$ cat src/rtl/ps2_key_tracker_if.sv
// Scan-code byte stream between ps2_keyboard (master) and ps2_key_tracker (slave).
// The slave pops a byte on any clock edge where kbd_valid && kbd_ready.
interface ps2_key_tracker_if;
  logic [7:0] kbd_data;
  logic       kbd_valid;
  logic       kbd_ready;

  modport master (
    output kbd_data,
    output kbd_valid,
    input  kbd_ready
  );

  modport slave (
    input  kbd_data,
    input  kbd_valid,
    output kbd_ready
  );
endinterface

$ cat src/rtl/ps2_key_tracker.sv
// ps2_key_tracker: decodes PS/2 set-2 make/break sequences, tracks the held key,
// drops typematic auto-repeat, counts presses and maps the code to lowercase ASCII.
// Optional feature: define PS2_EXT_CODE_EN to decode E0-prefixed (extended) keys;
// without it 0xE0 bytes are discarded and key_ext is tied low.
module ps2_key_tracker #(
  parameter int CNT_W = 8
) (
  input  logic             clk,
  input  logic             rst,
  ps2_key_tracker_if.slave kbd,
  output logic [7:0]       key_code,
  output logic [7:0]       key_ascii,
  output logic             key_down,
  output logic             key_ext,
  output logic [CNT_W-1:0] press_count,
  output logic             code_valid
);

`ifdef PS2_EXT_CODE_EN
  typedef enum logic [1:0] {IDLE, BREAK, EXT, EXT_BREAK} state_t;
`else
  typedef enum logic [1:0] {IDLE, BREAK} state_t;
`endif

  state_t     state, next_state;
  logic       consume;
  logic [7:0] rx_byte;
  logic       do_make;
  logic       make_ext;
  logic       do_break;
  logic       is_repeat;
  logic       new_press;

  // Lowercase ASCII for the set-2 codes we display; everything else reads as 0x00.
  function automatic logic [7:0] ascii_lut(input logic [7:0] code);
    logic [7:0] a;
    case (code)
      8'h1C: a = 8'h61;  8'h32: a = 8'h62;  8'h21: a = 8'h63;  8'h23: a = 8'h64;
      8'h24: a = 8'h65;  8'h2B: a = 8'h66;  8'h34: a = 8'h67;  8'h33: a = 8'h68;
      8'h43: a = 8'h69;  8'h3B: a = 8'h6A;  8'h42: a = 8'h6B;  8'h4B: a = 8'h6C;
      8'h3A: a = 8'h6D;  8'h31: a = 8'h6E;  8'h44: a = 8'h6F;  8'h4D: a = 8'h70;
      8'h15: a = 8'h71;  8'h2D: a = 8'h72;  8'h1B: a = 8'h73;  8'h2C: a = 8'h74;
      8'h3C: a = 8'h75;  8'h2A: a = 8'h76;  8'h1D: a = 8'h77;  8'h22: a = 8'h78;
      8'h35: a = 8'h79;  8'h1A: a = 8'h7A;
      8'h45: a = 8'h30;  8'h16: a = 8'h31;  8'h1E: a = 8'h32;  8'h26: a = 8'h33;
      8'h25: a = 8'h34;  8'h2E: a = 8'h35;  8'h36: a = 8'h36;  8'h3D: a = 8'h37;
      8'h3E: a = 8'h38;  8'h46: a = 8'h39;
      8'h29: a = 8'h20;  8'h5A: a = 8'h0D;
      default: a = 8'h00;
    endcase
    return a;
  endfunction

  assign consume = kbd.kbd_valid && kbd.kbd_ready;
  assign rx_byte = kbd.kbd_data;

  // Ready comes up on the first edge after reset and then stays high: no backpressure.
  always_ff @(posedge clk or posedge rst) begin
    if (rst) kbd.kbd_ready <= 1'b0;
    else     kbd.kbd_ready <= 1'b1;
  end

  // Sequence state register; it only moves on edges that pop a byte.
  always_ff @(posedge clk or posedge rst) begin
    if (rst) state <= IDLE;
    else     state <= next_state;
  end

  // Classify the popped byte as prefix, make or break and pick the next state.
  always_comb begin
    next_state = state;
    do_make    = 1'b0;
    make_ext   = 1'b0;
    do_break   = 1'b0;
    if (consume) begin
      case (state)
        IDLE: begin
          if (rx_byte == 8'hF0) begin
            next_state = BREAK;
          end else if (rx_byte == 8'hE0) begin
`ifdef PS2_EXT_CODE_EN
            next_state = EXT;
`else
            next_state = IDLE;
`endif
          end else begin
            do_make = 1'b1;
          end
        end
        BREAK: begin
          do_break   = (rx_byte == key_code) && !key_ext;
          next_state = IDLE;
        end
`ifdef PS2_EXT_CODE_EN
        EXT: begin
          if (rx_byte == 8'hF0) begin
            next_state = EXT_BREAK;
          end else begin
            do_make    = 1'b1;
            make_ext   = 1'b1;
            next_state = IDLE;
          end
        end
        EXT_BREAK: begin
          do_break   = (rx_byte == key_code) && key_ext;
          next_state = IDLE;
        end
`endif
        default: next_state = IDLE;
      endcase
    end
  end

  // A make of the key already held (same code, same prefix) is typematic repeat.
  assign is_repeat = key_down && (rx_byte == key_code) && (key_ext == make_ext);
  assign new_press = do_make && !is_repeat;

  // Key registers, press counter and the one-cycle new-press pulse.
  always_ff @(posedge clk or posedge rst) begin
    if (rst) begin
      key_code    <= 8'h00;
      key_ascii   <= 8'h00;
      key_down    <= 1'b0;
      press_count <= '0;
      code_valid  <= 1'b0;
    end else begin
      code_valid <= new_press;
      if (new_press) begin
        key_code    <= rx_byte;
        key_ascii   <= make_ext ? 8'h00 : ascii_lut(rx_byte);
        key_down    <= 1'b1;
        press_count <= press_count + CNT_W'(1);
      end else if (do_break) begin
        key_down <= 1'b0;
      end
    end
  end

`ifdef PS2_EXT_CODE_EN
  // Extended flag travels with key_code on every new press.
  always_ff @(posedge clk or posedge rst) begin
    if (rst)            key_ext <= 1'b0;
    else if (new_press) key_ext <= make_ext;
  end
`else
  assign key_ext = 1'b0;
`endif

endmodule

$ cat src/flat_wrapper.sv
// flat-port wrapper written by rule: the top's interface ports become plain ports
module ps2_key_tracker_flat 
#(
  parameter int CNT_W = 8
)
  (clk, rst, key_code, key_ascii, key_down, key_ext, press_count, code_valid, kbd_kbd_data, kbd_kbd_valid, kbd_kbd_ready);
  ps2_key_tracker_if kbd_i ();
  input  logic clk;
  input  logic rst;
  output logic [7:0] key_code;
  output logic [7:0] key_ascii;
  output logic key_down;
  output logic key_ext;
  output logic [CNT_W-1:0] press_count;
  output logic code_valid;
  input wire logic [$bits(kbd_i.kbd_data)-1:0] kbd_kbd_data;
  input wire logic [$bits(kbd_i.kbd_valid)-1:0] kbd_kbd_valid;
  output wire logic [$bits(kbd_i.kbd_ready)-1:0] kbd_kbd_ready;
  assign kbd_i.kbd_data = kbd_kbd_data;
  assign kbd_i.kbd_valid = kbd_kbd_valid;
  assign kbd_kbd_ready = kbd_i.kbd_ready;
  ps2_key_tracker #(.CNT_W(CNT_W)) u_core (.clk(clk), .rst(rst), .kbd(kbd_i), .key_code(key_code), .key_ascii(key_ascii), .key_down(key_down), .key_ext(key_ext), .press_count(press_count), .code_valid(code_valid));
endmodule
$ cat config.mk
export PLATFORM = sky130hd
export DESIGN_NAME = ps2_key_tracker_flat
export DESIGN_NICKNAME = d
export VERILOG_FILES = /design/src/rtl/ps2_key_tracker_if.sv /design/src/rtl/ps2_key_tracker.sv /design/src/flat_wrapper.sv
export SDC_FILE = /design/constraint.sdc
export NUM_CORES = 1
export LEC_CHECK = 0
export CAP_MARGIN = 20
export CORE_MARGIN = 3
export CORE_UTILIZATION = 30
export DETAILED_ROUTE_END_ITERATION = 8
export PLACE_DENSITY = 0.49
export SYNTH_ARGS = -nofsm -noshare
export SYNTH_HDL_FRONTEND = slang
export SYNTH_SLANG_ARGS = --single-unit
export TNS_END_PERCENT = 50
$ cat constraint.sdc
create_clock -name clk -period 1.8 [get_ports clk]
set_clock_uncertainty 0.2 [all_clocks]
set_input_delay 0.36 -clock clk [delete_from_list [all_inputs] [get_ports clk]]
set_output_delay 0.36 -clock clk [all_outputs]
set_load 0.05 [all_outputs]
* Yosys cells after proc, flatten, opt, wreduce, memory -nomap -nowiden
Memories as Yosys holds them, arrays and structs flattened. Cells that the tools add are included.
Storage, ports and cells: output and inout port bits 28, bits in latches 0, logic and storage cells 33, memory bits (read-only) 896, memories 1, bits in writable memories 0, register bits 29, input port bits 11
Operators by class: mux-type cells 12, multiply operators 0, add/sub/neg operators 1, eq/ne operators 5, $lt $le $gt $ge 0, reduce and logical (&&, ||, !) cells 7, bitwise gates (word level) 0, div/mod/pow operators 0, shift-type cells 0
Memory list:
- (name not given) | depth 128, bits a word 7, read ports 1, clocked after memory_dff 0, wr ports 0, RTL line ps2_key_tracker.sv:37 | case (code)
Operators by type and width (count):
- $eq A8 B8 Y1 const B | 2
- $add A8 B1 Y8 const B | 1
- $eq A8 B8 Y1 | 1
- $mux W1 | 8
- $mux W8 | 1
- $mux W2 | 3
- $logic_and A1 B1 Y1 | 3
- $ne A3 B1 Y1 const B | 1
- $eq A2 B1 Y1 const B | 1
- $logic_not A2 Y1 | 1
- $reduce_and A2 Y1 | 1
- $reduce_bool A2 Y1 | 1
- $logic_not A1 Y1 | 1

* Depth between registers and ports, before layout
depth in word-level cells 7, gate-level depth with buffers 9, gate-level depth less buffers 7

* Least setup slack after synthesis
No wires, ideal clock.
path type input to register, from input port kbd_kbd_data[1], to register u_core.key_ascii[2], setup slack -493 ps, cell stages on the path 8, data arrival time 1965 ps, library setup time 128 ps, data required time 1472 ps, cells stage by stage clkbuf_1 > inv_1 > ha_1 > mux2_2 > a311oi_1 > and3_1 > a2111oi_0 > mux2_1
Between the ends: word-level cells in the longest chain between the ends 6, elaborated cells between the ends (all ways) 12, those cells by class 3 x eq/ne; 5 x mux; 3 x reduce/logical; 1 x memory
RTL lines:
- start, declared | RTL line flat_wrapper.sv:16 | input wire logic [$bits(kbd_i.kbd_data)-1:0] kbd_kbd_data;
- branches (longest 6 deep; another with $mem_v2 Z128 W7)
- end signal, assigned | RTL line ps2_key_tracker.sv:130 | key_ascii <= make_ext ? 8'h00 : ascii_lut(rx_byte);
- end, declared | RTL line ps2_key_tracker.sv:12 | output logic [7:0] key_ascii,
Parallel ways; which one is timed is not known. A chain may end at the register's enable or synchronous reset.

* Worst setup path in the final report
from input port kbd_kbd_data[5], to register u_core.press_count[1]
Between the ends: word-level cells in the longest chain between the ends 6, elaborated cells between the ends (all ways) 10, those cells by class 3 x eq/ne; 4 x mux; 3 x reduce/logical
RTL lines:
- $eq A8 B8 Y1 | RTL line ps2_key_tracker.sv:80 | end else if (rx_byte == 8'hE0) begin
- $mux W1 | RTL line ps2_key_tracker.sv:80
- $mux W1 | RTL line ps2_key_tracker.sv:78 | if (rx_byte == 8'hF0) begin
- $mux W1 | RTL line ps2_key_tracker.sv:76 | case (state)
- $mux W1 | RTL line ps2_key_tracker.sv:75 | if (consume) begin
- $logic_and A1 B1 Y1 * | RTL line ps2_key_tracker.sv:116 | assign new_press = do_make && !is_repeat;
- end signal, assigned | RTL line ps2_key_tracker.sv:132 | press_count <= press_count + CNT_W'(1);
- end, declared | RTL line ps2_key_tracker.sv:15 | output logic [CNT_W-1:0] press_count,
Mark *: on every way between the ends. The rest lies on a longest branch, timed or not.

==> impl_results.md <==
* Outcome: complete, but fails checks
* Failing checks: setup timing
* Final Hold Fails at 0
* Drt first pass iters at 4
* Pin count of the biggest net entering global routing at 28
* Final Util at 0.565
* Netlist cell types at 60
* WL met2 at 3550 microns
* DRT antenna net count at 0
* TritonCTS Buffers at 3
* Peak supply drop at 0.000500 V
* Synth area leader: dfrtp_1
* EDFF count, synth at 0
* Critical path class: in -> reg
* Clk buf depth at 2
* Syn-to-layout area delta at 78.3%
* CTS clk-pin slew, worst paths at 0.09 ns
* TritonCTS clock tree: done
* Vias in the first global route at 2357
* Pleak at 1.74 nW
* Initial antenna violation count at 0
* Mapped Cells at 240
* Synthesized flop and latch total at 27
* Worst setup SP type: input port
* Sw frac at 0.403
* Routed vias/inst at 5.19
* Top Metal Used: met4
* Top-area cell type share of the netlist area at 0.305
* Fraction of registers with async set/reset at 1.00
* Hold Crit Class: in -> async
* Largest cells by area after synthesis: dfrtp_1 (31%), ha_1 (4.5%), mux2_2 (4.1%), mux2_1 (3.6%), xor2_1 (3.6%)
* Crit path DAT at 1.94 ns
* Pwr dens at 731 nW/um^2
* Hold Slack at 0.244 ns
* 1st-iter DRT viols at 112
* Avg Cell Area, Syn at 9.22 sq um
* # rows at 30
* Worst Path Required at 1.77 ns
* DP Wirelength at 5440 microns
* Non-Filler Instances at 446
* Psw at 1.16 mW
* Seq/Total Area, Yosys at 0.305
* Filler instances at 613
* First-pass GRT wire length at 12600 microns
* Combinational fraction of design power at 0.575
* PnR worst setup slack at -0.173 ns
* Final wirelength at 7600 microns
* Layout net count at 370
* Internal power at 1.72 mW
* Dominant cell by count in the synthesized netlist: dfrtp_1
* Layout cell share with drive strength beyond 1 at 0.529
* Clock power share at 0.121
* DIE AREA at 8440 sq um
* Via count at 2316
* Gr usage total at 0.186
* Max Freq at 507 MHz
* Slew Viols, Final at 0
* I/O pin count at 39
* Sequential share of power at 0.303
* Clock sink count at 27
* Routed length per instance at 17.0 microns
* Gr ovfl total at 0
* Placed Cells at 429
* CP endpoint kind: flop
* H-tree Lvls at 1
* DR WL met3 at 359 microns
* Tcrit/Tclk final at 1.10
* RSZ-0062 raised after global routing: yes
* Synth Cell Area at 2210 sq um
* Top post-synthesis cells by count: dfrtp_1 (27), nand2_1 (14), o21ai_0 (13), a21oi_1 (12), nor2_1 (12)
* Hold_buf cts at 0
* Routed met1 length at 3520 microns
* Initial Utilization at 0.317
* Die Ht at 91.9 microns
* Port Buffers at 36
* Max cap viols at 0
* Core ar. at 6980 sq um
* Skew-Pair Late Insertion Delay at 0.28 ns
* Critical path peak fanout at 5
* Clock root buffer: clkbuf_8
* GP Congestion at 0.890
* Yosys Warn Count at 0
* ANT cells at 0
* Post-route minimum period at 1.97 ns
* Die width at 91.9 microns
* Post-route DRC at 0
* Most used flip-flop cell after synthesis: dfrtp_1
* Final setup viols at 23
[cells in the final DEF, fill, tap and decap left out, drive strengths merged, types with 5 or more instances in the layout]
cell / instances
buf: 115
dfrtp: 27
mux2: 15
nand2: 14
o21ai: 13
a21oi: 12
nor2: 12
inv: 10
nand2b: 9
xor2: 9
nand3: 8
ha: 8
nor2b: 7
xnor2: 6
nand4: 6
and3: 5
clkdlybuf4s15: 5
[metrics by stage]
step           TNS [ns]  total power [mW]  setup WS, ns  area, sq um
5_1_grt           -5.17              3.01        -0.272         3950
2_1_floorplan     -4.98              1.58        -0.359         2260
4_1_cts           -3.13              2.87        -0.197         3880
6_report          -2.91              2.88        -0.173         3950
3_5_place_dp     -19.70              2.39        -0.882         3450
3_3_place_gp     -18.94              2.38        -0.868         3450
[cell type report]
cell class	instances	area (sq um)	area share
clock buffer	4	45.0	0.0114
sequential	27	686	0.174
timing repair buffer	125	1410	0.356
tap	96	120	0.0304
multi-input combinational	184	1650	0.419
inverter	10	37.5	0.00951
[path summary, 6_finish.rpt]
path	from	to	slack, ns	cells after the start
min in group clk	u_core.press_count[7]$_DFFE_PP0P_	u_core.press_count[7]$_DFFE_PP0P_	0.34	1
max reg2reg	u_core.key_code[5]$_DFFE_PP0P_	u_core.press_count[1]$_DFFE_PP0P_	-0.17	5
max in group asynchronous	rst	u_core.key_code[1]$_DFFE_PP0P_	0.87	3
min reg2reg	u_core.press_count[7]$_DFFE_PP0P_	u_core.press_count[7]$_DFFE_PP0P_	0.34	1
min	rst	u_core.press_count[3]$_DFFE_PP0P_	0.24	3
max	kbd_kbd_data[5]	u_core.press_count[1]$_DFFE_PP0P_	-0.17	7
[worst max-delay path: stages]
cell	delay [ns]
clkdlybuf4s15_2	0.20
buf_6	0.13
xor2_2	0.18
nor4_4	0.31
nand4_4	0.22
nand3_4	0.22
mux2_4	0.32
[layer usage]
metal / track usage / vias to the layer above
met5: 0 / -
met4: 0.0532 / 0
met3: 0.0345 / 14
met2: 0.294 / 71
met1: 0.257 / 1128
li1: - / 1103
[power by group through the flow]
stage                     Clock [mW]  Sequential (mW)  Combinational [mW]
after floorplan                    0             1.20               0.385
after global placement             0            0.876                1.50
after detailed placement           0            0.883                1.50
after CTS                      0.360            0.877                1.63
after global routing           0.371            0.894                1.75
final                          0.350            0.875                1.66
[registers in the layout, indices dropped and copies added, names as in the netlist]
register	flops
u_core.code_valid	1
u_core.kbd.kbd_ready	1
u_core.key_ascii	7
u_core.key_code	8
u_core.key_down	1
u_core.press_count	8
u_core.state	1
[kinds of logic after synthesis]
logic type	synth area share
and+or+nand+nor	0.226
AOI/OAI and AO/OA	0.192
buffers and inverters	0.0837
DFF	0.305
muxes	0.0854
xor gates and xnor gates	0.0594
adders and majority gates	0.0452
other	0.00339
[timing repair]
action / 4_1_cts / 5_1_grt
gates cloned: 4 / 0
pin swaps: 11 / 10
endpoints found under the setup margin: 25 / 25
setup buffers: 7 / 3
resized for setup: 80 / 7
(Power assumes the default switching activity.)
